### src/rtl/pdp8_pkg.sv
`default_nettype none
// ============================================================================
// Module      : pdp8_pkg
// Description : Shared PDP-8 types and constants. Includes the memory-access
//               initiator's access kinds, state encoding and auto-index window.
// Revision    : 1.0 - initial release
// ============================================================================
package pdp8_pkg;

    localparam int ADDR_WIDTH = 12;
    localparam int DATA_WIDTH = 12;

    // Indirect references through these page-zero words pre-increment the pointer
    localparam logic [11:0] AUTO_LO = 12'o0010;
    localparam logic [11:0] AUTO_HI = 12'o0017;

    typedef enum logic [1:0] {
        READ    = 2'd0,
        WRITE   = 2'd1,
        RMW     = 2'd2,
        EA_ONLY = 2'd3
    } access_t;

    typedef enum logic [2:0] {
        S_IDLE     = 3'd0,
        S_IND_RD   = 3'd1,
        S_IND_WAIT = 3'd2,
        S_AUTO_WR  = 3'd3,
        S_OP_RD    = 3'd4,
        S_OP_WAIT  = 3'd5,
        S_OP_WR    = 3'd6,
        S_DONE     = 3'd7
    } mi_state_t;

    // First state of the operand phase once the effective address is known
    function automatic mi_state_t access_state(input access_t acc);
        case (acc)
            READ, RMW: return S_OP_RD;
            WRITE:     return S_OP_WR;
            default:   return S_DONE;
        endcase
    endfunction

endpackage
`default_nettype wire

### src/rtl/pdp8_mem_initiator_if.sv
`default_nettype none
// ============================================================================
// Module      : pdp8_mem_initiator_if
// Description : Exec memory port between the initiator (master) and the
//               memory responder (slave). Read data is returned the cycle
//               after a read request; writes complete in their request cycle.
// Revision    : 1.0 - initial release
// Signals     : exec_rd_req/addr (m->s), exec_rd_data (s->m),
//               exec_wr_req/addr/data (m->s)
// ============================================================================
interface pdp8_mem_initiator_if #(
    parameter int ADDR_WIDTH = pdp8_pkg::ADDR_WIDTH,
    parameter int DATA_WIDTH = pdp8_pkg::DATA_WIDTH
);
    logic                  exec_rd_req;
    logic [ADDR_WIDTH-1:0] exec_rd_addr;
    logic [DATA_WIDTH-1:0] exec_rd_data;
    logic                  exec_wr_req;
    logic [ADDR_WIDTH-1:0] exec_wr_addr;
    logic [DATA_WIDTH-1:0] exec_wr_data;

    modport master (
        output exec_rd_req, exec_rd_addr,
        input  exec_rd_data,
        output exec_wr_req, exec_wr_addr, exec_wr_data
    );

    modport slave (
        input  exec_rd_req, exec_rd_addr,
        output exec_rd_data,
        input  exec_wr_req, exec_wr_addr, exec_wr_data
    );
endinterface
`default_nettype wire

### src/rtl/pdp8_ea_calc.sv
`default_nettype none
// ============================================================================
// Module      : pdp8_ea_calc
// Description : Combinational MRI address decode: base address (page zero or
//               current page), indirect flag and auto-index flag.
// Revision    : 1.0 - initial release
// Ports       : i_instr  - MRI word (I=[8], Z=[7], offset=[6:0])
//               i_pc     - address of the instruction
//               o_base   - base address
//               o_indirect - I bit
//               o_auto   - indirect through an auto-index location
// ============================================================================
module pdp8_ea_calc #(
    parameter int ADDR_WIDTH = pdp8_pkg::ADDR_WIDTH
) (
    input  logic [11:0]           i_instr,
    input  logic [ADDR_WIDTH-1:0] i_pc,
    output logic [ADDR_WIDTH-1:0] o_base,
    output logic                  o_indirect,
    output logic                  o_auto
);
    import pdp8_pkg::*;

    logic [ADDR_WIDTH-1:0] w_base;

    always_comb begin
        w_base      = '0;
        w_base[6:0] = i_instr[6:0];
        if (i_instr[7]) begin
            w_base[ADDR_WIDTH-1:7] = i_pc[ADDR_WIDTH-1:7];
        end
    end

    assign o_base     = w_base;
    assign o_indirect = i_instr[8];
    assign o_auto     = i_instr[8]
                        && (w_base >= ADDR_WIDTH'(AUTO_LO))
                        && (w_base <= ADDR_WIDTH'(AUTO_HI));

    // Opcode and in-page pc bits play no part in address formation
    logic w_unused;
    assign w_unused = ^{i_instr[11:9], i_pc[6:0]};

endmodule
`default_nettype wire

### src/rtl/pdp8_mem_initiator.sv
`default_nettype none
// ============================================================================
// Module      : pdp8_mem_initiator
// Description : Requesting end of the PDP-8 exec memory port. Takes one MRI
//               at a time, forms the effective address (direct, indirect,
//               auto-index) and performs a READ, WRITE, RMW or no access.
// Revision    : 1.0 - initial release
// Ports       : clk, reset_n (async, active low)
//               start/instr/pc/access/wr_data - request, sampled in IDLE
//               busy, done, ea, rd_operand, skip - status and results
//               mem - exec memory port (master side)
// ============================================================================
module pdp8_mem_initiator #(
    parameter int ADDR_WIDTH = pdp8_pkg::ADDR_WIDTH,
    parameter int DATA_WIDTH = pdp8_pkg::DATA_WIDTH
) (
    input  logic                  clk,
    input  logic                  reset_n,
    input  logic                  start,
    input  logic [11:0]           instr,
    input  logic [ADDR_WIDTH-1:0] pc,
    input  logic [1:0]            access,
    input  logic [DATA_WIDTH-1:0] wr_data,
    output logic                  busy,
    output logic                  done,
    output logic [ADDR_WIDTH-1:0] ea,
    output logic [DATA_WIDTH-1:0] rd_operand,
    output logic                  skip,
    pdp8_mem_initiator_if.master  mem
);
    import pdp8_pkg::*;

    mi_state_t             r_state;
    mi_state_t             w_next;
    logic [11:0]           r_instr;
    logic [ADDR_WIDTH-1:0] r_pc;
    access_t               r_access;
    logic [DATA_WIDTH-1:0] r_wr_data;
    logic [ADDR_WIDTH-1:0] r_ea;
    logic [DATA_WIDTH-1:0] r_rd_operand;
    logic                  r_skip;

    logic                  w_idle;
    logic [11:0]           w_calc_instr;
    logic [ADDR_WIDTH-1:0] w_calc_pc;
    access_t               w_access;
    logic [ADDR_WIDTH-1:0] w_base;
    logic                  w_indirect;
    logic                  w_auto;
    logic [ADDR_WIDTH-1:0] w_ptr_next;
    logic [DATA_WIDTH-1:0] w_incr;

    logic                  w_rd_req;
    logic [ADDR_WIDTH-1:0] w_rd_addr;
    logic                  w_wr_req;
    logic [ADDR_WIDTH-1:0] w_wr_addr;
    logic [DATA_WIDTH-1:0] w_wr_data;

    assign w_idle = (r_state == S_IDLE);

    // One decoder serves both phases: live inputs while deciding the first
    // transition out of IDLE, the captured request afterwards.
    assign w_calc_instr = w_idle ? instr : r_instr;
    assign w_calc_pc    = w_idle ? pc    : r_pc;
    assign w_access     = w_idle ? access_t'(access) : r_access;

    pdp8_ea_calc #(
        .ADDR_WIDTH (ADDR_WIDTH)
    ) u_ea_calc (
        .i_instr    (w_calc_instr),
        .i_pc       (w_calc_pc),
        .o_base     (w_base),
        .o_indirect (w_indirect),
        .o_auto     (w_auto)
    );

    // Pointer fetched during IND_WAIT, pre-incremented for auto-index words
    assign w_ptr_next = w_auto ? ADDR_WIDTH'(mem.exec_rd_data) + ADDR_WIDTH'(1)
                               : ADDR_WIDTH'(mem.exec_rd_data);
    assign w_incr     = r_rd_operand + DATA_WIDTH'(1);

    always_ff @(posedge clk or negedge reset_n) begin
        if (!reset_n) begin
            r_state <= S_IDLE;
        end else begin
            r_state <= w_next;
        end
    end

    always_comb begin
        w_next    = r_state;
        w_rd_req  = 1'b0;
        w_rd_addr = '0;
        w_wr_req  = 1'b0;
        w_wr_addr = '0;
        w_wr_data = '0;
        case (r_state)
            S_IDLE: begin
                if (start) begin
                    w_next = w_indirect ? S_IND_RD : access_state(w_access);
                end
            end
            S_IND_RD: begin
                w_rd_req  = 1'b1;
                w_rd_addr = w_base;
                w_next    = S_IND_WAIT;
            end
            S_IND_WAIT: begin
                w_next = w_auto ? S_AUTO_WR : access_state(r_access);
            end
            S_AUTO_WR: begin
                // r_ea already holds the incremented pointer
                w_wr_req  = 1'b1;
                w_wr_addr = w_base;
                w_wr_data = DATA_WIDTH'(r_ea);
                w_next    = access_state(r_access);
            end
            S_OP_RD: begin
                w_rd_req  = 1'b1;
                w_rd_addr = r_ea;
                w_next    = S_OP_WAIT;
            end
            S_OP_WAIT: begin
                w_next = (r_access == RMW) ? S_OP_WR : S_DONE;
            end
            S_OP_WR: begin
                w_wr_req  = 1'b1;
                w_wr_addr = r_ea;
                w_wr_data = (r_access == RMW) ? w_incr : r_wr_data;
                w_next    = S_DONE;
            end
            S_DONE: begin
                w_next = S_IDLE;
            end
            default: begin
                w_next = S_IDLE;
            end
        endcase
    end

    always_ff @(posedge clk or negedge reset_n) begin
        if (!reset_n) begin
            r_instr      <= '0;
            r_pc         <= '0;
            r_access     <= READ;
            r_wr_data    <= '0;
            r_ea         <= '0;
            r_rd_operand <= '0;
            r_skip       <= 1'b0;
        end else begin
            case (r_state)
                S_IDLE: begin
                    if (start) begin
                        r_instr   <= instr;
                        r_pc      <= pc;
                        r_access  <= access_t'(access);
                        r_wr_data <= wr_data;
                        r_skip    <= 1'b0;
                        // Direct EA is final here; indirect refines it in IND_WAIT
                        r_ea      <= w_base;
                    end
                end
                S_IND_WAIT: begin
                    r_ea <= w_ptr_next;
                end
                S_OP_WAIT: begin
                    r_rd_operand <= mem.exec_rd_data;
                end
                S_OP_WR: begin
                    if (r_access == RMW) begin
                        r_skip <= (w_incr == '0);
                    end
                end
                default: begin
                end
            endcase
        end
    end

    assign busy       = !w_idle;
    assign done       = (r_state == S_DONE);
    assign ea         = r_ea;
    assign rd_operand = r_rd_operand;
    assign skip       = r_skip;

    assign mem.exec_rd_req  = w_rd_req;
    assign mem.exec_rd_addr = w_rd_addr;
    assign mem.exec_wr_req  = w_wr_req;
    assign mem.exec_wr_addr = w_wr_addr;
    assign mem.exec_wr_data = w_wr_data;

endmodule
`default_nettype wire

### src/flat_wrapper.sv
// flat-port wrapper written by rule: the top's interface ports become plain ports
module pdp8_mem_initiator_flat import pdp8_pkg::*;
#(
    parameter int ADDR_WIDTH = pdp8_pkg::ADDR_WIDTH,
    parameter int DATA_WIDTH = pdp8_pkg::DATA_WIDTH
)
  (clk, reset_n, start, instr, pc, access, wr_data, busy, done, ea, rd_operand, skip, mem_exec_rd_req, mem_exec_rd_addr, mem_exec_rd_data, mem_exec_wr_req, mem_exec_wr_addr, mem_exec_wr_data);
  pdp8_mem_initiator_if #(.ADDR_WIDTH(ADDR_WIDTH), .DATA_WIDTH(DATA_WIDTH)) mem_i ();
  input  logic clk;
  input  logic reset_n;
  input  logic start;
  input  logic [11:0] instr;
  input  logic [ADDR_WIDTH-1:0] pc;
  input  logic [1:0] access;
  input  logic [DATA_WIDTH-1:0] wr_data;
  output logic busy;
  output logic done;
  output logic [ADDR_WIDTH-1:0] ea;
  output logic [DATA_WIDTH-1:0] rd_operand;
  output logic skip;
  output wire logic [$bits(mem_i.exec_rd_req)-1:0] mem_exec_rd_req;
  output wire logic [$bits(mem_i.exec_rd_addr)-1:0] mem_exec_rd_addr;
  input wire logic [$bits(mem_i.exec_rd_data)-1:0] mem_exec_rd_data;
  output wire logic [$bits(mem_i.exec_wr_req)-1:0] mem_exec_wr_req;
  output wire logic [$bits(mem_i.exec_wr_addr)-1:0] mem_exec_wr_addr;
  output wire logic [$bits(mem_i.exec_wr_data)-1:0] mem_exec_wr_data;
  assign mem_exec_rd_req = mem_i.exec_rd_req;
  assign mem_exec_rd_addr = mem_i.exec_rd_addr;
  assign mem_i.exec_rd_data = mem_exec_rd_data;
  assign mem_exec_wr_req = mem_i.exec_wr_req;
  assign mem_exec_wr_addr = mem_i.exec_wr_addr;
  assign mem_exec_wr_data = mem_i.exec_wr_data;
  pdp8_mem_initiator #(.ADDR_WIDTH(ADDR_WIDTH), .DATA_WIDTH(DATA_WIDTH)) u_core (.clk(clk), .reset_n(reset_n), .start(start), .instr(instr), .pc(pc), .access(access), .wr_data(wr_data), .busy(busy), .done(done), .ea(ea), .rd_operand(rd_operand), .skip(skip), .mem(mem_i));
endmodule
### config.mk
export PLATFORM = sky130hd
export DESIGN_NAME = pdp8_mem_initiator_flat
export DESIGN_NICKNAME = d
export VERILOG_FILES = /design/src/rtl/pdp8_pkg.sv /design/src/rtl/pdp8_mem_initiator_if.sv /design/src/rtl/pdp8_ea_calc.sv /design/src/rtl/pdp8_mem_initiator.sv /design/src/flat_wrapper.sv
export SDC_FILE = /design/constraint.sdc
export NUM_CORES = 1
export LEC_CHECK = 0
export BUFFER_PORTS_ARGS = -buffer_cell sky130_fd_sc_hd__buf_2
export CAP_MARGIN = 0
export CORE_ASPECT_RATIO = 0.75
export CORE_MARGIN = 3
export CORE_UTILIZATION = 47
export DETAILED_ROUTE_END_ITERATION = 16
export PLACE_DENSITY = 0.78
export SLEW_MARGIN = 10
export SYNTH_ARGS = -nofsm -noshare
export SYNTH_HDL_FRONTEND = slang
export SYNTH_SLANG_ARGS = --single-unit
### constraint.sdc
create_clock -name clk -period 1.7 [get_ports clk]
set_clock_uncertainty 0.1 [all_clocks]
set_input_delay 0.17 -clock clk [delete_from_list [all_inputs] [get_ports clk]]
set_output_delay 0.17 -clock clk [all_outputs]
set_load 0.01 [all_outputs]
==> results.toml, run 1 <==
[timing]
tightest_slew_ns = 0.539
timing.fmax_ghz = 0.458
period_share_pct = 128
rsz0062_at_grt = "yes"
slew_headroom_pct = 63.8
period_needed_ns = 2.18
setup_tns_ns = -19.58
setup_viol = 89
finalMaxSlewViolations = 0
hold_viol = 0
fin_ws_ns = -0.483

[worst_setup_path]
critical_path_class = "flip-flop to output port"
required_ns = 1.43
rr_worst_depth = 6
critPathLaunchType = "flip-flop"
cp.arrival_ns = 1.91
end_kind = "output port"
worstPathMaxFanout = 3

[yosys]
ys_types = 56
synthTopCellsByArea = "dfrtp_1 (38%), nand2_1 (12%), nor2_1 (3.5%)"
ys.flop_type = "dfrtp_1"
yosysSeqAreaShare_pct = 38.0
syn-cell-area_um2 = 3690
yosysTopAreaCellShare_pct = 38.0
yosys_warnings = 0
syn_nets = 506
synth_area_per_cell_um2 = 8.20
ys_ff_latch = 56
synthArstFlopShare_pct = 100
synth_edf_count = 0
synth_top_area_cell = "dfrtp_1"
syn_inst = 450

[routing]
dr.pass1.iters = 5
avgViaCountPerCell = 6.31
wirelength_um = 17600
postRouteAntennaNets = 0
drt-initial-drc-count = 619
wl_per_cell_um = 23.0
drc = 0
vias = 4833

[floorplanning]
die_x_um = 108
start_util_pct = 49.4
rows = 27
die_h_um = 82.7
die-area_um2 = 8960
fp.coreArea_um2 = 7470
io_pins = 118

[place]
dp_cells = 698
dp.final_hpwl_um = 9690
io_buffers = 107
place_congestion = 0.933

[power_and_ir_drop]
ir_drop_v = 0.000957
swShare_pct = 47.0
power_leakage_nw = 3.06
p_per_area_nw_per_um2 = 1800
p_comb_share_pct = 67.6
fin_total_pwr_mw = 11.3
power_frac_seq_pct = 25.3
pwr-share-clk_pct = 7.2
p_int_mw = 6.01
p_switching_mw = 5.33

[global_routing]
grt_usage_pct = 33.9
grt_pass1_vias = 4254
grt-ovfl-total = 0
antenna_found_initial = 0
grt_max_degree = 40
grt_pass1_wl_um = 22900

[clock_network]
path_clk_slew_ns = 0.12
cts_num_sinks = 56
cts_tree = "built"
cts_made_buffers = 5
clk_path_buf_depth = 2
cts_root_buffer = "clkbuf_8"
htree_levels = 2
clkLatencyLatePin_ns = 0.32

[hold_path]
min_path_type = "primary input to flip-flop"
min_path_cells = 3

[final_layout]
syn_to_final_growth_pct = 71.0
drive_gt1_share_pct = 55.3
diodes = 0
nets = 720
stdcell_count = 766

[outcome]
status = "finished, violations left"
violations = "setup timing"

[flow_run]
drv_cap = 0
placed cells by master (no fill, tap or decap), types with 8 or more instances in the layout:
cell type and n:
mux2i_1 8, mux2_2 9, buf_4 59, a22oi_2 12, dlygate4sd3_1 16, nand2_1 72, nor2b_1 13, buf_2 104
dfrtp_1 52, nand2_4 13, buf_6 38, a21oi_1 10, nor2_1 28, nand2_2 28, o21ai_1 10, and3_1 8
metal layers:
metal,track usage [%],wire length [um],vias up
li1,-,-,2009
met1,45.8,6640,2323
met2,54.8,8080,411
met3,7.30,2110,90
met4,10.8,806,0
met5,0,0,-
state kept, by name, summed over array words and instances, names as in the netlist:
register	cells
u_core.ea	12
u_core.r_access	2
u_core.r_instr	9
u_core.r_pc	5
u_core.r_state	3
u_core.r_wr_data	12
u_core.rd_operand	12
u_core.skip	1
Yosys cell counts, types with 2 or more instances:
| cell | n |
|---|---|
| inv_1 | 8 |
| nand4_1 | 7 |
| a22o_1 | 3 |
| a21o_1 | 2 |
| clkbuf_1 | 16 |
| a211oi_1 | 8 |
| nor3_1 | 7 |
| nand2_1 | 114 |
| nand2b_1 | 7 |
| a311oi_1 | 2 |
| buf_2 | 11 |
| o21ai_4 | 2 |
| and3_1 | 12 |
| nand3_1 | 10 |
| or4_4 | 2 |
| nor2b_1 | 15 |
| or2_2 | 2 |
| o21ai_0 | 21 |
| nor2_1 | 34 |
| mux2_2 | 10 |
| mux2i_1 | 8 |
| xnor2_1 | 10 |
| ha_1 | 3 |
| a22oi_1 | 12 |
| and2_1 | 8 |
| a31oi_1 | 6 |
| xor2_1 | 4 |
| a21oi_1 | 13 |
| dfrtp_1 | 56 |
| and4_1 | 3 |
| and4_4 | 2 |
| o211ai_1 | 3 |
| nor4_1 | 4 |
| a31o_2 | 3 |
area by class of cell:
type | count | area, um^2
multi-input combinational | 358 | 2750
sequential | 56 | 1410
clock inverter | 3 | 26.3
inverter | 9 | 36.3
tap | 101 | 126
timing repair buffer | 234 | 1890
clock buffer | 5 | 68.8
fill | 388 | 1150
timing repair:
action,in CTS,in global routing
resized for setup,132,88
cloned,6,4
hold buffers,16,0
hold endpoints to repair,32,0
buffers inserted,22,19
endpoints found under the setup margin,81,94
pin swaps,58,53
cells by family (layout without fill, tap and decap cells):
| group | count (synthesis) | count (layout) | share of synthesized area [%] |
|---|---|---|---|
| fa+ha+maj | 3 | 3 | 1.02 |
| mux | 18 | 18 | 5.22 |
| compound gates | 88 | 88 | 17.6 |
| flops | 56 | 56 | 38.0 |
| simple gates | 233 | 235 | 30.5 |
| xor+xnor | 14 | 14 | 3.32 |
| buf+inv | 38 | 251 | 4.37 |
per-stage QoR:
stage / utilization (%) / area (um^2) / setup slack (ns) / hold WS [ns]
2_1_floorplan: - / 3750 / -0.110 / -0.226
3_3_place_gp: 64.7 / 4830 / -0.254 / 0.0440
3_5_place_dp: 64.7 / 4830 / -0.323 / 0.0478
4_1_cts: 78.6 / 5870 / -0.412 / 0.00906
5_1_grt: 84.5 / 6310 / -0.592 / 0.0309
6_report: 84.5 / 6310 / -0.483 / 0.0208
final timing paths:
check	start	slack, ns	to
setup / recovery	u_core.rd_operand[1]	-0.48	mem_exec_wr_data[10]
hold reg to reg	u_core.r_wr_data[5]	0.39	u_core.r_wr_data[5]
min in group asynchronous	reset_n	0.23	u_core.r_access[1]
hold / removal	pc[7]	0.02	u_core.r_pc[7]
max in group asynchronous	reset_n	0.67	u_core.rd_operand[2]
setup reg to reg	u_core.r_pc[11]	-0.36	u_core.r_state[0]
critical path: stages, from the launching register on:
cell and delay, ns:
dfrtp_2 0.41, ha_4 0.15, nand4_1 0.19, nor3_2 0.18, xnor2_1 0.16, o21ai_1 0.12, a22o_1 0.22, buf_2 0.15
power groups by stage:
stage	registers, mW	clock network (mW)	logic, mW
4_1_cts	2.71	0.796	6.28
3_3_place_gp	2.65	0	4.86
3_5_place_dp	2.67	0	4.97
2_1_floorplan	2.65	0	2.75
5_1_grt	2.89	0.859	8.06
6_report	2.87	0.812	7.66
Power figures use the tool's default switching activity.
==> inputs of run 2 (changes only) <==
==> constraint.sdc (replaced) <==
create_clock -name clk -period 1.7 [get_ports clk]
set_clock_uncertainty 0.1 [all_clocks]
set_input_delay 0.085 -clock clk [delete_from_list [all_inputs] [get_ports clk]]
set_output_delay 0.085 -clock clk [all_outputs]
set_load 0.01 [all_outputs]
==> results.toml, run 2 (synthesis results as in run 1) <==
[worst_setup_path]
slowest_delay_ns = 0.46
crit_family = "simple AND/OR/NAND/NOR gates"
rrSetupSlack_ns = -0.43
worstPathMaxFanout = 3
critPathSlowestCell = "dfrtp_1"
path_cells = "ha_4, nand4_1, nor2_2, xor2_1, nor2_1, o21ai_1, buf_2"
end_kind = "output port"
worst-path-buf-inv = 1
critical_path_class = "flip-flop to output port"
cp.arrival_ns = 2.06
critPathLaunchType = "flip-flop"
required_ns = 1.51

[final_layout]
layout_common_cells = "buf_2 (101), nand2_1 (75), buf_4 (75)"
syn_to_final_growth_pct = 75.8
stdcell_count = 795
drive_gt1_share_pct = 54.2
mostFrequentLayoutCell = "buf_2"
fin_util_pct = 86.9
fin_area_um2 = 6480
nets = 749
diodes = 0

[clock_network]
htree_levels = 2
cts_tree = "built"
path_clk_slew_ns = 0.13
cts_num_sinks = 56
clk_path_buf_depth = 2
clkLatencyLatePin_ns = 0.35
cts_made_buffers = 5
cts_root_buffer = "clkbuf_8"

[power_and_ir_drop]
p_comb_share_pct = 67.2
swShare_pct = 46.6
power_leakage_nw = 3.10
p_int_mw = 6.20
ir_drop_v = 0.00104
p_switching_mw = 5.41
p_per_area_nw_per_um2 = 1790
power_frac_seq_pct = 25.3
fin_total_pwr_mw = 11.6
pwr-share-clk_pct = 7.4

[place]
place_ws_ns = -0.270
placed_cell_area_um2 = 4840
dp_cells = 704
io_buffers = 107
dp.final_hpwl_um = 9970
place_congestion = 0.985

[timing]
hold_ws_ns = 0.0347
tightest_slew_ns = 0.566
period_needed_ns = 2.25
timing.fmax_ghz = 0.445
hold_viol = 0
fin_ws_ns = -0.549
setup_viol = 88
setup_tns_ns = -18.79
slew_headroom_pct = 62.3
finalMaxSlewViolations = 0
period_share_pct = 132
rsz0062_at_grt = "yes"

[global_routing]
grt_pass1_wl_um = 23300
grt_usage_pct = 34.4
grt_max_degree = 36
grt_pass1_vias = 4393
grt-ovfl-total = 0
antenna_found_initial = 0

[routing]
avgViaCountPerCell = 6.29
drt-initial-drc-count = 643
postRouteAntennaNets = 0
dr.pass1.iters = 5
drc = 0
wirelength_um = 18300
wl_per_cell_um = 23.0
vias = 5004

[floorplanning]
die_x_um = 108
io_pins = 118
start_util_pct = 49.4
die-area_um2 = 8960
fp.coreArea_um2 = 7470
rows = 27
die_h_um = 82.7

[flow_run]
drv_cap = 0

[outcome]
violations = "setup timing"
status = "finished, violations left"

[hold_path]
min_path_type = "primary input to flip-flop"
[run 2: layout make-up]
type                    instances  area [um^2]
clock buffers                   5         68.8
clock inverters                 3         28.8
fillers                       341          981
inverters                       9         36.3
multi-input cells             356         2640
flip-flops and latches         56         1410
well taps                     101          126
repair buffers                265         2180
[run 2: repair_timing]
action                                 4_1_cts  5_1_grt
setup buffers                               22       27
gates cloned                                 3        2
setup endpoints to repair                   78       90
pin swaps                                   35       67
endpoints found under the hold margin       59        0
hold buffers                                35        0
gates resized for setup                     90      109
[run 2: worst reg2reg max path, stage by stage (launching register included)]
cell       delay, ns
dfrtp_1         0.46
ha_4            0.20
buf_4           0.14
buf_6           0.13
xnor2_2         0.17
nand2_1         0.15
a2111oi_4       0.40
o21ai_2         0.13
o31ai_2         0.18
[run 2: routing by layer]
layer  up-vias  wire length [um]  share of wire [%]  global-route usage [%]
met5         -                 0                  0                       0
met4         0              1220                6.7                    8.58
met3       134              2250                 12                    6.53
met2       444              8350                 46                    59.4
met1      2368              6450                 35                    45.0
li1       2058                 -                  -                       -
[run 2: path summary, 6_finish.rpt]
check,startpoint,to,cells after the start
min in group asynchronous,reset_n,u_core.r_state[0],2
worst min-delay path,instr[8],u_core.r_instr[8],4
worst max register to register,u_core.rd_operand[0],u_core.skip,8
worst max-delay path,u_core.rd_operand[0],mem_exec_wr_data[8],7
max in group asynchronous,reset_n,u_core.rd_operand[2],3
worst min register to register,u_core.r_wr_data[5],u_core.r_wr_data[5],2
[run 2: power groups by stage]
stage | combinational, mW | clock (mW) | sequential [mW]
after CTS | 6.35 | 0.830 | 2.72
final | 7.81 | 0.865 | 2.94
after global routing | 8.21 | 0.903 | 2.96
after detailed placement | 5.00 | 0 | 2.69
after floorplan | 2.74 | 0 | 2.65
after global placement | 4.87 | 0 | 2.66
